==> config.mk <==
export PLATFORM = sky130hd
export DESIGN_NAME = loa_sub_pipe
export DESIGN_NICKNAME = d
export VERILOG_FILES = /design/src/rtl/loa_pkg.sv /design/src/rtl/loa_pipe_reg.sv /design/src/rtl/loa_sub_pipe.sv
export SDC_FILE = /design/constraint.sdc
export NUM_CORES = 1
export LEC_CHECK = 0
export CAP_MARGIN = 20
export CELL_PAD_IN_SITES_DETAIL_PLACEMENT = 2
export CELL_PAD_IN_SITES_GLOBAL_PLACEMENT = 2
export CORE_MARGIN = 4
export CORE_UTILIZATION = 33
export CTS_CLUSTER_DIAMETER = 40
export DETAILED_ROUTE_END_ITERATION = 8
export PLACE_DENSITY = 0.88
export SYNTH_ARGS = -nofsm -noshare
export SYNTH_HDL_FRONTEND = slang
export SYNTH_SLANG_ARGS = --single-unit
export TNS_END_PERCENT = 20
==> constraint.sdc <==
create_clock -name clk_i -period 6.2 [get_ports clk_i]
set_input_delay 1.24 -clock clk_i [delete_from_list [all_inputs] [get_ports clk_i]]
set_output_delay 1.24 -clock clk_i [all_outputs]
set_load 0.1 [all_outputs]
==> src/rtl/loa_pkg.sv <==
// loa_pkg: shared widths, split point and result types for the lower-part-OR approximate subtractor.
package loa_pkg;
  localparam int LOA_WIDTH = 32;
  localparam int LOA_LOWER_BITS_DEFAULT = 8;
  localparam int LOA_SPLIT_BIT = 20;
  typedef logic [LOA_WIDTH:0] loa_result_t;
  typedef struct packed {
    logic [LOA_WIDTH-1:LOA_SPLIT_BIT] a_hi;
    logic [LOA_WIDTH-1:LOA_SPLIT_BIT] b_hi;
    logic [LOA_SPLIT_BIT-1:0] diff_lo;
    logic borrow;
  } loa_s1_t;
  function automatic loa_result_t loa_exact(input logic [LOA_WIDTH-1:0] a, input logic [LOA_WIDTH-1:0] b);
    return {1'b0, a} - {1'b0, b};
  endfunction
endpackage

==> src/rtl/loa_pipe_reg.sv <==
// loa_pipe_reg: one valid/ready pipeline stage (data register plus valid flag).
module loa_pipe_reg #(
  parameter int W = 33
) (
  input  logic         clk_i,
  input  logic         rst_ni,
  input  logic         in_valid_i,
  output logic         in_ready_o,
  input  logic [W-1:0] data_i,
  output logic         valid_o,
  output logic [W-1:0] data_o,
  input  logic         out_ready_i
);
  logic         valid_q;
  logic [W-1:0] data_q;
  assign in_ready_o = ~valid_q | out_ready_i;
  assign valid_o = valid_q;
  assign data_o = data_q;
  always_ff @(posedge clk_i or negedge rst_ni) begin
    if (!rst_ni) begin
      valid_q <= 1'b0;
      data_q <= '0;
    end else if (in_ready_o) begin
      valid_q <= in_valid_i;
      if (in_valid_i) data_q <= data_i;
    end
  end
endmodule

==> src/rtl/loa_sub_pipe.sv <==
// loa_sub_pipe: two-stage approximate subtractor (OR-approximated low bits, exact upper bits).
// Optional error statistics against the exact difference: define LOA_SUB_ERRSTAT_EN.
module loa_sub_pipe
  import loa_pkg::*;
#(
  parameter int LOWER_BITS = LOA_LOWER_BITS_DEFAULT
) (
  input  logic                 clk_i,
  input  logic                 rst_ni,
  input  logic [LOA_WIDTH-1:0] min_i,
  input  logic [LOA_WIDTH-1:0] sub_i,
  input  logic                 in_valid_i,
  output logic                 in_ready_o,
  output logic [LOA_WIDTH:0]   result_o,
`ifdef LOA_SUB_ERRSTAT_EN
  output logic [15:0]          errcnt_o,
  input  logic                 errclr_i,
`endif
  output logic                 out_valid_o,
  input  logic                 out_ready_i
);
  localparam int SB = LOA_SPLIT_BIT;
  localparam int HW = LOA_WIDTH - SB;
`ifdef LOA_SUB_ERRSTAT_EN
  localparam int S1W = $bits(loa_s1_t) + 2 * LOA_WIDTH;
  localparam int S2W = LOA_WIDTH + 2;
`else
  localparam int S1W = $bits(loa_s1_t);
  localparam int S2W = LOA_WIDTH + 1;
`endif
  logic [SB-1:0]  lo_mask;
  logic           borrow_lo;
  logic [SB:0]    mid;
  loa_s1_t        s1_d;
  loa_s1_t        s1_q;
  logic [S1W-1:0] s1_in;
  logic [S1W-1:0] s1_data_q;
  logic           s1_valid;
  logic           s2_ready;
  logic [HW:0]    hi;
  loa_result_t    res_d;
  logic [S2W-1:0] s2_in;
  logic [S2W-1:0] s2_data_q;
  assign lo_mask = ~({SB{1'b1}} << LOWER_BITS);
  assign borrow_lo = ~min_i[LOWER_BITS-1] & sub_i[LOWER_BITS-1];
  // Low bits are masked to zero so the borrow out of bit SB-1 comes straight from the top of mid.
  assign mid = {1'b0, min_i[SB-1:0] & ~lo_mask} - {1'b0, sub_i[SB-1:0] & ~lo_mask}
             - ((SB+1)'(borrow_lo) << LOWER_BITS);
  always_comb begin
    s1_d.a_hi = min_i[LOA_WIDTH-1:SB];
    s1_d.b_hi = sub_i[LOA_WIDTH-1:SB];
    s1_d.diff_lo = (mid[SB-1:0] & ~lo_mask) | ((min_i[SB-1:0] | ~sub_i[SB-1:0]) & lo_mask);
    s1_d.borrow = mid[SB];
  end
`ifdef LOA_SUB_ERRSTAT_EN
  assign s1_in = {s1_d, min_i, sub_i};
`else
  assign s1_in = s1_d;
`endif
  assign s1_q = s1_data_q[S1W-1 -: $bits(loa_s1_t)];
  loa_pipe_reg #(.W(S1W)) u_s1 (
    .clk_i      (clk_i),
    .rst_ni     (rst_ni),
    .in_valid_i (in_valid_i),
    .in_ready_o (in_ready_o),
    .data_i     (s1_in),
    .valid_o    (s1_valid),
    .data_o     (s1_data_q),
    .out_ready_i(s2_ready)
  );
  assign hi = {1'b0, s1_q.a_hi} - {1'b0, s1_q.b_hi} - (HW+1)'(s1_q.borrow);
  assign res_d = {hi[HW], hi[HW-1:0], s1_q.diff_lo};
`ifdef LOA_SUB_ERRSTAT_EN
  assign s2_in = {res_d != loa_exact(s1_data_q[2*LOA_WIDTH-1:LOA_WIDTH], s1_data_q[LOA_WIDTH-1:0]), res_d};
`else
  assign s2_in = res_d;
`endif
  loa_pipe_reg #(.W(S2W)) u_s2 (
    .clk_i      (clk_i),
    .rst_ni     (rst_ni),
    .in_valid_i (s1_valid),
    .in_ready_o (s2_ready),
    .data_i     (s2_in),
    .valid_o    (out_valid_o),
    .data_o     (s2_data_q),
    .out_ready_i(out_ready_i)
  );
  assign result_o = s2_data_q[LOA_WIDTH:0];
`ifdef LOA_SUB_ERRSTAT_EN
  logic [15:0] errcnt_q;
  logic [15:0] errcnt_d;
  always_comb begin
    errcnt_d = errclr_i ? 16'h0000
             : (out_valid_o & out_ready_i & s2_data_q[LOA_WIDTH+1] & (errcnt_q != 16'hFFFF)) ? errcnt_q + 16'd1
             : errcnt_q;
  end
  always_ff @(posedge clk_i or negedge rst_ni) begin
    if (!rst_ni) errcnt_q <= 16'h0000;
    else errcnt_q <= errcnt_d;
  end
  assign errcnt_o = errcnt_q;
`endif
endmodule

* After elaboration in Yosys (flattened, before gate mapping)
Cells that the tools add are included.
** Storage, ports and cells
- Flip-flop bits (word level) :: 80
- Input port bits :: 68
- Logic and storage cells :: 19
** Cells by class
- Add/sub/neg operators :: 4
- Bitwise gates (word level) :: 9
- Reductions and logical operators :: 2
** Operators with widths (count)
- subtractor 20 x 20 -> 21 bit :: 1
- subtractor 21 x 9 -> 21 bit :: 1
- OR 20 x 8 -> 20 bit :: 1
- subtractor 12 x 12 -> 13 bit :: 1
- subtractor 13 x 1 -> 13 bit :: 1
- inverter 8 bit :: 1
- OR 8 bit :: 1
- AND reduction 2 bit :: 2
- inverter 1 bit :: 3
- OR 1 bit :: 2
- bitwise AND 1 bit :: 1

* Longest topological paths before layout
Gate-level depths: netlist of the first run.
- Word-level depth :: 4
- Gate-level depth with buffers :: 10
- Gate-level depth less buffers :: 9

* Modules after synthesis
From an unflattened synthesis of the first run, not the netlist that was laid out.
** Unflattened totals
- Cells, all modules :: 389
- Area, all modules :: 4932.2 um2
** Modules (own cells, without submodules)
- loa_pipe_reg (u_s1) :: times used 1, cells an instance 98, area each 1884.3 um2, seq. area each 1151.1 um2
- loa_sub_pipe :: times used 1, cells an instance 218, area each 1620.3 um2, seq. area each 0.0 um2
- loa_pipe_reg (u_s2) :: times used 1, cells an instance 73, area each 1427.6 um2, seq. area each 850.8 um2

* Worst setup path after synthesis of the first run
No wires, ideal clock.
- Path kind :: input-to-output
- Start :: in out_ready_i
- End :: out in_ready_o
- Arrival :: 2077 ps
- Slack :: 2883 ps
- Stages :: 1
- Path buffers :: 0
- Cell sequence :: nand3b_1
** On the way
- Longest elaborated chain between the ends :: 2
** RTL lines
- start, declared :: line loa_sub_pipe.sv:20 : input logic out_ready_i
- OR 1 bit (2 in series) :: line loa_pipe_reg.sv:16 : assign in_ready_o = ~valid_q | out_ready_i;
- end, declared :: line loa_sub_pipe.sv:13 : output logic in_ready_o,
No other way between the ends.

* Worst setup path after layout of the first run
Same ends and word-level chain as after synthesis.

==> results of run 1 <==
where the power goes:
part | total, mW | switching [mW] | internal, mW
clock | 0.535 | 0.207 | 0.329
combinational | 1.44 | 1.02 | 0.419
sequential | 0.741 | 0.0832 | 0.658
worst reg2reg max path, delay by kind of cell (launching register included):
kind                     cells  cell delay, ns
AO/OA/AOI/OAI                3            0.54
XOR/XNOR                     1            0.27
adder cells (fa/ha/maj)      2            0.95
buffers and inverters        1            0.07
flip-flops                   1            0.36
AND/OR/NAND/NOR              1            0.31
synthesized netlist by cell type, drive strengths merged (2+ instances only):
library cell / instances / area [um2]
xnor2: 8 / 70.1
o31ai: 2 / 20.0
nand4: 2 / 18.8
a21oi: 18 / 90.1
o21a: 2 / 15.0
nor3: 8 / 40.0
xor2: 11 / 96.3
nand3: 4 / 20.0
fa: 3 / 60.1
a41oi: 2 / 25.0
ha: 45 / 563
nand2b: 6 / 37.5
nor2: 14 / 52.6
a311oi: 2 / 23.8
a31oi: 11 / 68.8
o21ai: 39 / 199
and2: 2 / 12.5
o211ai: 5 / 42.5
nand2: 88 / 330
and3: 3 / 18.8
mux2: 22 / 248
inv: 77 / 289
a21o: 5 / 37.5
dfrtp: 80 / 2000
a211oi: 2 / 15.0
clkbuf: 4 / 15.0
buf: 11 / 47.5
worst paths after layout:
kind / startpoint / endpoint
max: out_ready_i / in_ready_o
min: u_s1.data_o[13] / u_s1.data_o[13]
max reg2reg: u_s1.data_o[0] / u_s2.data_o[30]
min reg2reg: u_s1.data_o[13] / u_s1.data_o[13]
max in group asynchronous: rst_ni / u_s1.data_o[5]
min in group asynchronous: rst_ni / u_s1.data_o[31]
final cells by class:
class	instances	area [um2]
inverter	77	289
clock inverter	3	42.5
sequential	80	2000
multi-input combinational	315	2210
timing repair buffer	105	1070
clock buffer	11	253
tap	176	220
fill	1462	7310
registers in the layout, indices dropped and copies added, names as in the netlist:
register,flops
u_s1.data_o,45
u_s1.valid_o,1
u_s2.data_o,33
u_s2.valid_o,1
per-layer routing:
metal / vias to the layer above / wire length (um) / global-route usage, %
met1: 1876 / 5540 / 20.3
met4: 0 / 205 / 5.17
met2: 68 / 7080 / 32.0
li1: 1807 / - / -
met3: 14 / 418 / 2.94
met5: - / 0 / 0
kinds of logic after synthesis:
kind of cell,Yosys count,share of synthesized area (%)
flops,80,43.9
simple gates,132,12.6
compound gates,94,13.0
buf+inv,92,7.72
xor+xnor,19,3.65
fa+ha+maj,48,13.7
mux,22,5.44
metrics by stage:
| stage | cells | setup slack [ns] | utilization [%] | power, mW |
|---|---|---|---|---|
| floorplan | 487 | 2.88 | - | 1.79 |
| global placement | 751 | 1.83 | 42.9 | 2.13 |
| detailed placement | 751 | 1.85 | 42.9 | 2.19 |
| CTS | 765 | 1.83 | 45.1 | 2.75 |
| global route | 767 | 1.75 | 45.4 | 2.87 |
| finish | 767 | 1.83 | 45.4 | 2.72 |
==> key figures, run 1 <==
Run status
  • Status: completed

Drt
  • Via count: 3765
  • Mean routed wirelength per cell: 17.3 um
  • Via density: 4.91
  • Router iterations before antenna repair: 4
  • Initial DRC Count: 146
  • Post-DRT Antenna Nets: 0
  • Post-route DRC: 0
  • WL final: 13200 um

Clock network
  • Postcts setup bufs: 0
  • Clk slew on worst S/H paths: ~0.060 ns
  • Root buf cell: clkbuf_16
  • # resized after CTS: 0
  • Skew-Pair Late Insertion Delay: ~0.33 ns
  • Max clock buf depth: 2
  • CTS Buf Count: 9
  • H-tree levels: 3
  • TritonCTS clock tree: done
  • CTS sink cnt: 80
  • Hold_buf cts: 0

Min path
  • HP Class: register to register
  • Worst hold stages: 2

Logic synthesis
  • Post-synth EDFFs: 0
  • Main synth FF type: dfrtp_1
  • Yosys warns: 0
  • FF+latch count, synth: 80
  • Cell Area, Synth: approximately 4600 um2
  • Seq/Total Area, Yosys: 43.9%
  • Synthesized net count: about 600
  • Synth async-reset ratio: 100%
  • Netlist cell types: 47
  • Post-Synthesis Cells: 487
  • Avg Inst Size Synth: 9.36 um2

Timing
  • Worst Hold Slack: 0.479 ns
  • Relative slew slack: 31.6%
  • RSZ-0062 raised after global routing: false
  • Slew @ Worst Pin: between 1 and 1.5 ns
  • Fin Clk Skew: 0.00646 ns
  • Setup TNS: 0 ns
  • Minimum clock period: around 4.4 ns
  • Hold Vio Cnt, Final: 0
  • Number of setup violations in the final report: 0
  • Tcrit/Tclk final: 70.4%
  • Fmax achieved: 229 MHz
  • Fin. max-slew vios: 0

Setup path
  • R2R Setup Slk: approximately 3.6 ns
  • CP required: 4.96 ns
  • Crit. End Element: primary output
  • Crit-path leading delay family: buffers and inverters
  • WP buf/inv: 2
  • Slowest cell on crit path: clkdlybuf4s50_1
  • Worst path depth: 3
  • Crit path kind: input port to primary output
  • CP cell instances: clkdlybuf4s50_1, nand3b_1, clkdlybuf4s50_1
  • Critical Path AT: 3.13 ns
  • Slowest stage delay, CP: 1.19 ns
  • Critical Path Most Common Cell: clkdlybuf4s50_1
  • Crit path launch type: input port
  • Largest driver fanout on the critical path: 4
  • R2R cell count: 8

Power
  • Leak: ~2.9 nW
  • Power density over the cells: 447 nW/um2
  • VDD IR max: 0.000256 V

Global routing
  • Largest net degree at the start of global routing: 81
  • Vias in the first global route: 4298
  • GRT overflow: 0
  • First-pass GRT wire length: 22000 um
  • GRT Overall Usage: 17.3%
  • Initial antenna violation count: 0

Placed design
  • DP Wirelength: 9630 um
  • GPL Wtd Cong: 0.766
  • IO buf count: 102
  • Placement Cell Area: 5740 um2

Finish
  • Most common cell after layout, fill and taps aside: clkdlybuf4s50_1
  • Final net count: slightly above 700
  • Final non-filler cell area: between 6000 and 7000 um2
  • Share of layout cells above drive strength 1: 7.28%
  • Antenna cells: 0
  • Commonest cells after routing, fill and taps aside: clkdlybuf4s50_1, nand2_1, dfrtp_1
  • Area grow syn2layout: 33.6%

Floorplan
  • Core box area: between 10000 and 15000 um2
  • Initial Utilization: 34.0%
  • Die ar.: 15800 um2
  • I/O pin count: 103
  • Die outline height: between 100 and 150 um
  • Die span in x: approximately 130 um
  • # rows: 42

Run
  • Max-cap violations: 0
Power figures use the tool's default switching activity.
==> run 2: changes to the inputs <==
CORE_UTILIZATION = 28   (was 33)
PLACE_DENSITY = 0.8   (was 0.88)
clock period = 3.6 ns   (was 6.2 ns; I/O delays follow)
==> run 2 against run 1 <==
- total power is 75% higher
- clock-buffer cell count stayed put
- first-iteration DRC count is 16% lower
- combinational power is 72% higher
- wire length is 2.6% lower
- sequential power is 71% higher
- critical endpoint is now u_s1.data_o[15]
==> key figures, run 2 (synthesized netlist as in run 1, its figures left out) <==
Drt
  • Initial DRC Count: 122
  • Via density: ~4.6
  • Router iterations before antenna repair: 4
  • WL final: approximately 13000 um
  • Via count: 3750
  • Mean routed wirelength per cell: 15.9 um
  • Post-route DRC: 0
  • Post-DRT Antenna Nets: 0

Setup path
  • Crit-path leading delay family: adder cells
  • Critical Path AT: 3.05 ns
  • Slowest cell on crit path: fa_1
  • Largest driver fanout on the critical path: 4
  • Slowest stage delay, CP: 0.42 ns
  • Crit path kind: input port to register
  • RR Startpoint: u_s1.data_o[0]
  • R2R Setup Slk: around 0.98 ns
  • Crit. End Element: register
  • Crit path launch type: input port
  • WP buf/inv: 1
  • CP required: 3.79 ns
  • Crit. Startpoint: min_i[7]
  • CP cell instances: clkdlybuf4s50_1, nand2b_1, fa_1, ha_1, o211ai_1, nand2_1, a31oi_1, xor2_1, o21ai_0

Power
  • Sw frac: approximately 48%
  • Power density over the cells: 772 nW/um2
  • Leak: 2.89 nW
  • Logic pwr share: 51.9%
  • Pint: around 2.5 mW
  • P_sw: 2.27 mW
  • VDD IR max: 0.000369 V
  • Clock power frac: between 20% and 30%
  • PnR Total Power: 4.77 mW
  • Seq pwr share: 26.7%

Timing
  • Minimum clock period: approximately 2.9 ns
  • Fin. max-slew vios: 0
  • Tcrit/Tclk final: 79.5%
  • Setup WS post-layout: 0.738 ns
  • Fmax achieved: 349 MHz
  • Fin Clk Skew: 0.00592 ns
  • Slew @ Worst Pin: about 1.0 ns
  • RSZ-0062 raised after global routing: false
  • Hold Vio Cnt, Final: 0
  • Setup TNS: 0 ns
  • Number of setup violations in the final report: 0
  • Relative slew slack: 31.8%

Clock network
  • Skew-Pair Late Insertion Delay: 0.35 ns
  • H-tree levels: 3
  • CTS Buf Count: 9
  • Root buf cell: clkbuf_16
  • Hold_buf cts: 0
  • Postcts setup bufs: 0
  • # resized after CTS: 0
  • CTS sink cnt: 80
  • Clk slew on worst S/H paths: ~0.060 ns
  • TritonCTS clock tree: done
  • Max clock buf depth: 2

Floorplan
  • Die outline height: 136 um
  • Die span in x: 136 um
  • # rows: between 40 and 50
  • Die ar.: 18400 um2
  • Initial Utilization: 28.6%
  • I/O pin count: roughly 100
  • Core box area: 15900 um2

Placed design
  • IO buf count: 102
  • Pre-CTS WS: between 0.3 and 0.4 ns
  • DP Wirelength: 9800 um
  • GPL Wtd Cong: 0.798
  • Placement Cell Area: roughly 5800 um2

Min path
  • HP Class: input port to asynchronous set/reset pin

Finish
  • Final core occ: between 30% and 40%
  • Share of layout cells above drive strength 1: 8.22%
  • Antenna cells: 0
  • Flip-flop count of the largest register after layout: between 40 and 50
  • Area grow syn2layout: 35.5%
  • Commonest cells after routing, fill and taps aside: clkdlybuf4s50_1, nand2_1, dfrtp_1
  • Most common cell after layout, fill and taps aside: clkdlybuf4s50_1
  • Final net count: 707
  • Final non-filler cell area: 6170 um2

Global routing
  • GRT Overall Usage: 14.8%
  • First-pass GRT wire length: 21600 um
  • Initial antenna violation count: 0
  • Largest net degree at the start of global routing: 81
  • GRT overflow: 0
  • Vias in the first global route: 4254

Run
  • Max-cap violations: 0

Run status
  • Status: completed
## run 2: area by class of cell
cell class | instances | area [um2]
multi-input combinational | 315 | 2210
inverter | 77 | 289
sequential | 80 | 2000
tap | 216 | 270
fill | 1762 | 9770
clock buffer | 11 | 253
clock inverter | 5 | 78.8
timing repair buffer | 108 | 1070
## run 2: through the flow
step / hold slack, ns / instances
after global routing: 0.382 / 812
after CTS: 0.483 / 811
after floorplan: 0.424 / 487
after global placement: 0.456 / 795
final: 0.340 / 812
after detailed placement: 0.469 / 795
## run 2: worst reg2reg max path, cell delays in order, from the launching register on
cell and delay, ns:
dfrtp_1 0.35, inv_1 0.08, fa_1 0.48, fa_1 0.46, nor3b_2 0.29, o211ai_2 0.17
a41oi_1 0.28, xor2_1 0.29, o21ai_1 0.09
## run 2: worst paths after layout
path,endpoint,cells after the start
setup / recovery,u_s1.data_o[15],9
hold / removal,u_s2.data_o[28],1
setup reg to reg,u_s2.data_o[30],8
hold reg to reg,u_s2.data_o[23],2
max in group asynchronous,u_s1.data_o[32],2
min in group clk_i,u_s2.data_o[23],2
## run 2: power groups by stage
stage                     Combinational (mW)  Clock [mW]  Sequential, mW
after floorplan                        0.776           0            2.30
after global placement                  2.41           0            1.27
after detailed placement                2.48           0            1.29
after CTS                               2.50        1.05            1.28
after global routing                    2.64        1.09            1.31
final                                   2.47        1.02            1.27
## run 2: routing by layer
metal	GRT usage, %	part of all wire [%]	vias up	routed length, um
met5	0	0	-	0
met3	3.05	3.6	13	459
met1	18.0	42	1861	5460
met2	26.2	53	67	6770
li1	-	-	1809	-
met4	4.87	1.5	0	197
==> run 3: changes to the inputs <==
CORE_UTILIZATION = 31   (was 28)
PLACE_DENSITY = 0.84   (was 0.8)
clock period = 2.8 ns   (was 3.6 ns; I/O delays follow)
==> run 3 against run 2 <==
- worst hold slack worse by 0.14 ns
- setup slack worse by 0.60 ns
- cell count down 3.3%
- clock skew about the same
- total power up 25%
- global-route usage up 1.1 points
- sequential cell count unchanged
- critical endpoint is now u_s1.data_o[20]
- largest power group unchanged
==> key figures, run 3 (synthesized netlist as in run 1, its figures left out) <==
Clock network
  • Postcts setup bufs: 0
  • Skew-Pair Late Insertion Delay: approximately 0.34 ns
  • CTS sink cnt: 80
  • # resized after CTS: 0
  • Max clock buf depth: 2
  • H-tree levels: 3
  • CTS Buf Count: 9
  • Hold_buf cts: 0
  • Root buf cell: clkbuf_16
  • TritonCTS clock tree: done
  • Clk slew on worst S/H paths: 0.06 ns

Setup path
  • CP required: 3.03 ns
  • Critical Path AT: 2.89 ns
  • Reg-to-reg critical path endpoint: u_s2.data_o[30]
  • CP cell instances: clkdlybuf4s50_1, nand2b_1, fa_1, ha_1, o21ai_1, a2111oi_2, buf_4, o21ai_1, xor2_1, o21ai_1
  • Crit path kind: input port to register
  • R2R cell count: 8
  • Slowest stage delay, CP: 0.41 ns
  • Crit. End Element: register
  • Largest driver fanout on the critical path: 3
  • Crit path to: u_s1.data_o[20]
  • Crit. Startpoint: min_i[7]
  • Slowest cell on crit path: fa_1
  • RR Startpoint: u_s1.data_o[0]
  • Crit path launch type: input port
  • R2R Setup Slk: 0.31 ns
  • Critical Path Most Common Cell: o21ai_1

Drt
  • Post-route DRC: 0
  • Met3 WL: 444 um
  • Met1 WL: 5200 um
  • Metal2 WL: about 6700 um
  • Mean routed wirelength per cell: ~16 um
  • WL final: 12600 um
  • Via density: 4.76
  • Post-DRT Antenna Nets: 0
  • Initial DRC Count: 151
  • Router iterations before antenna repair: 2
  • Highest routed layer: met4
  • Via count: 3736

Finish
  • Share of layout cells above drive strength 1: 14.8%
  • Fillers: between 1500 and 2000
  • Most common cell after layout, fill and taps aside: nand2_1
  • Flip-flop count of the largest register after layout: 45
  • Commonest cells after routing, fill and taps aside: nand2_1, dfrtp_1, inv_1
  • Antenna cells: 0
  • Area grow syn2layout: 33.6%
  • Final net count: 712
  • Final non-filler cell area: 6090 um2
  • Final core occ: between 40% and 50%

Timing
  • Number of setup violations in the final report: 0
  • Hold Vio Cnt, Final: 0
  • Minimum clock period: 2.66 ns
  • Relative slew slack: approximately 63%
  • RSZ-0062 raised after global routing: false
  • Slew @ Worst Pin: 0.551 ns
  • Setup TNS: 0 ns
  • Setup WS post-layout: 0.135 ns
  • Fin Clk Skew: 0.00595 ns
  • Fin. max-slew vios: 0
  • Tcrit/Tclk final: 95.2%
  • Fmax achieved: ~380 MHz

Global routing
  • Largest net degree at the start of global routing: 42
  • GRT overflow: 0
  • GRT Overall Usage: 15.9%
  • Vias in the first global route: 4262
  • Initial antenna violation count: 0
  • First-pass GRT wire length: roughly 21000 um

Power
  • Sw frac: between 40% and 50%
  • Clock power frac: 20.3%
  • Leak: 2.94 nW
  • Power density over the cells: between 900 and 1000 nW/um2
  • P_sw: between 2 and 3 mW
  • Seq pwr share: 27.4%
  • VDD IR max: between 0.0003 and 0.0004 V
  • Logic pwr share: a little over half
  • Pint: between 3 and 4 mW

Floorplan
  • I/O pin count: between 100 and 150
  • Die span in x: 129 um
  • Initial Utilization: 31.5%
  • Die ar.: 16700 um2
  • Die outline height: 129 um
  • # rows: 44
  • Core box area: 14500 um2

Placed design
  • DP Wirelength: 10100 um
  • Placement Cell Area: 5780 um2
  • GPL Wtd Cong: 0.761
  • IO buf count: just over 100
  • Pre-CTS WS: -0.287 ns

Run
  • Max-cap violations: 0

Min path
  • HP Class: input port to asynchronous set/reset pin

Run status
  • Status: completed
## run 3: changes by cell type in the layout (fill, tap and decap cells not counted), sizes merged
cell,before,now
buf,8,47
clkinv,3,2
clkdlybuf4s50,100,66
clkinvlp,0,2
bufinv,2,1
## run 3: how the worst min path moves through the flow
stage               startpoint               to  depth (start not counted)
4_1_cts                 rst_ni  u_s1.data_o[42]                          1
5_1_grt                 rst_ni  u_s1.data_o[42]                          1
2_1_floorplan           rst_ni   u_s1.data_o[0]                          0
3_5_place_dp   u_s1.data_o[24]  u_s1.data_o[24]                          2
6_report                rst_ni  u_s1.data_o[42]                          1
3_3_place_gp   u_s1.data_o[11]  u_s1.data_o[11]                          2
## run 3: layout make-up
type	instances	area, um2	area share (%)
clock buffers	11	253	4.15
inverters	77	289	4.75
repair buffers	113	1050	17.3
flip-flops and latches	80	2000	32.9
multi-input cells	315	2210	36.3
clock inverters	5	55.1	0.904
well taps	184	230	3.78
## run 3: metal layers
metal | GRT usage, % | up-vias
met4 | 6.55 | 0
met5 | 0 | -
met2 | 29.5 | 61
met1 | 18.3 | 1835
li1 | - | 1825
met3 | 2.31 | 15
## run 3: through the flow
step | instances | hold WS [ns] | total power [mW]
after global placement | 769 | 0.457 | 4.69
final | 785 | 0.200 | 5.98
after floorplan | 487 | 0.264 | 3.96
after CTS | 785 | 0.218 | 6.07
after global routing | 785 | 0.245 | 6.32
after detailed placement | 769 | 0.477 | 4.82
## run 3: worst max-delay path: cells and delay by family
kind                       cells  cell delay (ns)
AOI/OAI and AO/OA              4             0.62
and+or+nand+nor                1             0.18
buffers and inverters          2             0.57
xor gates and xnor gates       1             0.19
adders and majority gates      2             0.75
## run 3: power groups by stage
stage | logic [mW] | clock network, mW | registers, mW
6_report | 3.12 | 1.22 | 1.64
2_1_floorplan | 0.998 | 0 | 2.96
5_1_grt | 3.34 | 1.30 | 1.68
3_3_place_gp | 3.05 | 0 | 1.64
4_1_cts | 3.17 | 1.25 | 1.65
3_5_place_dp | 3.15 | 0 | 1.67
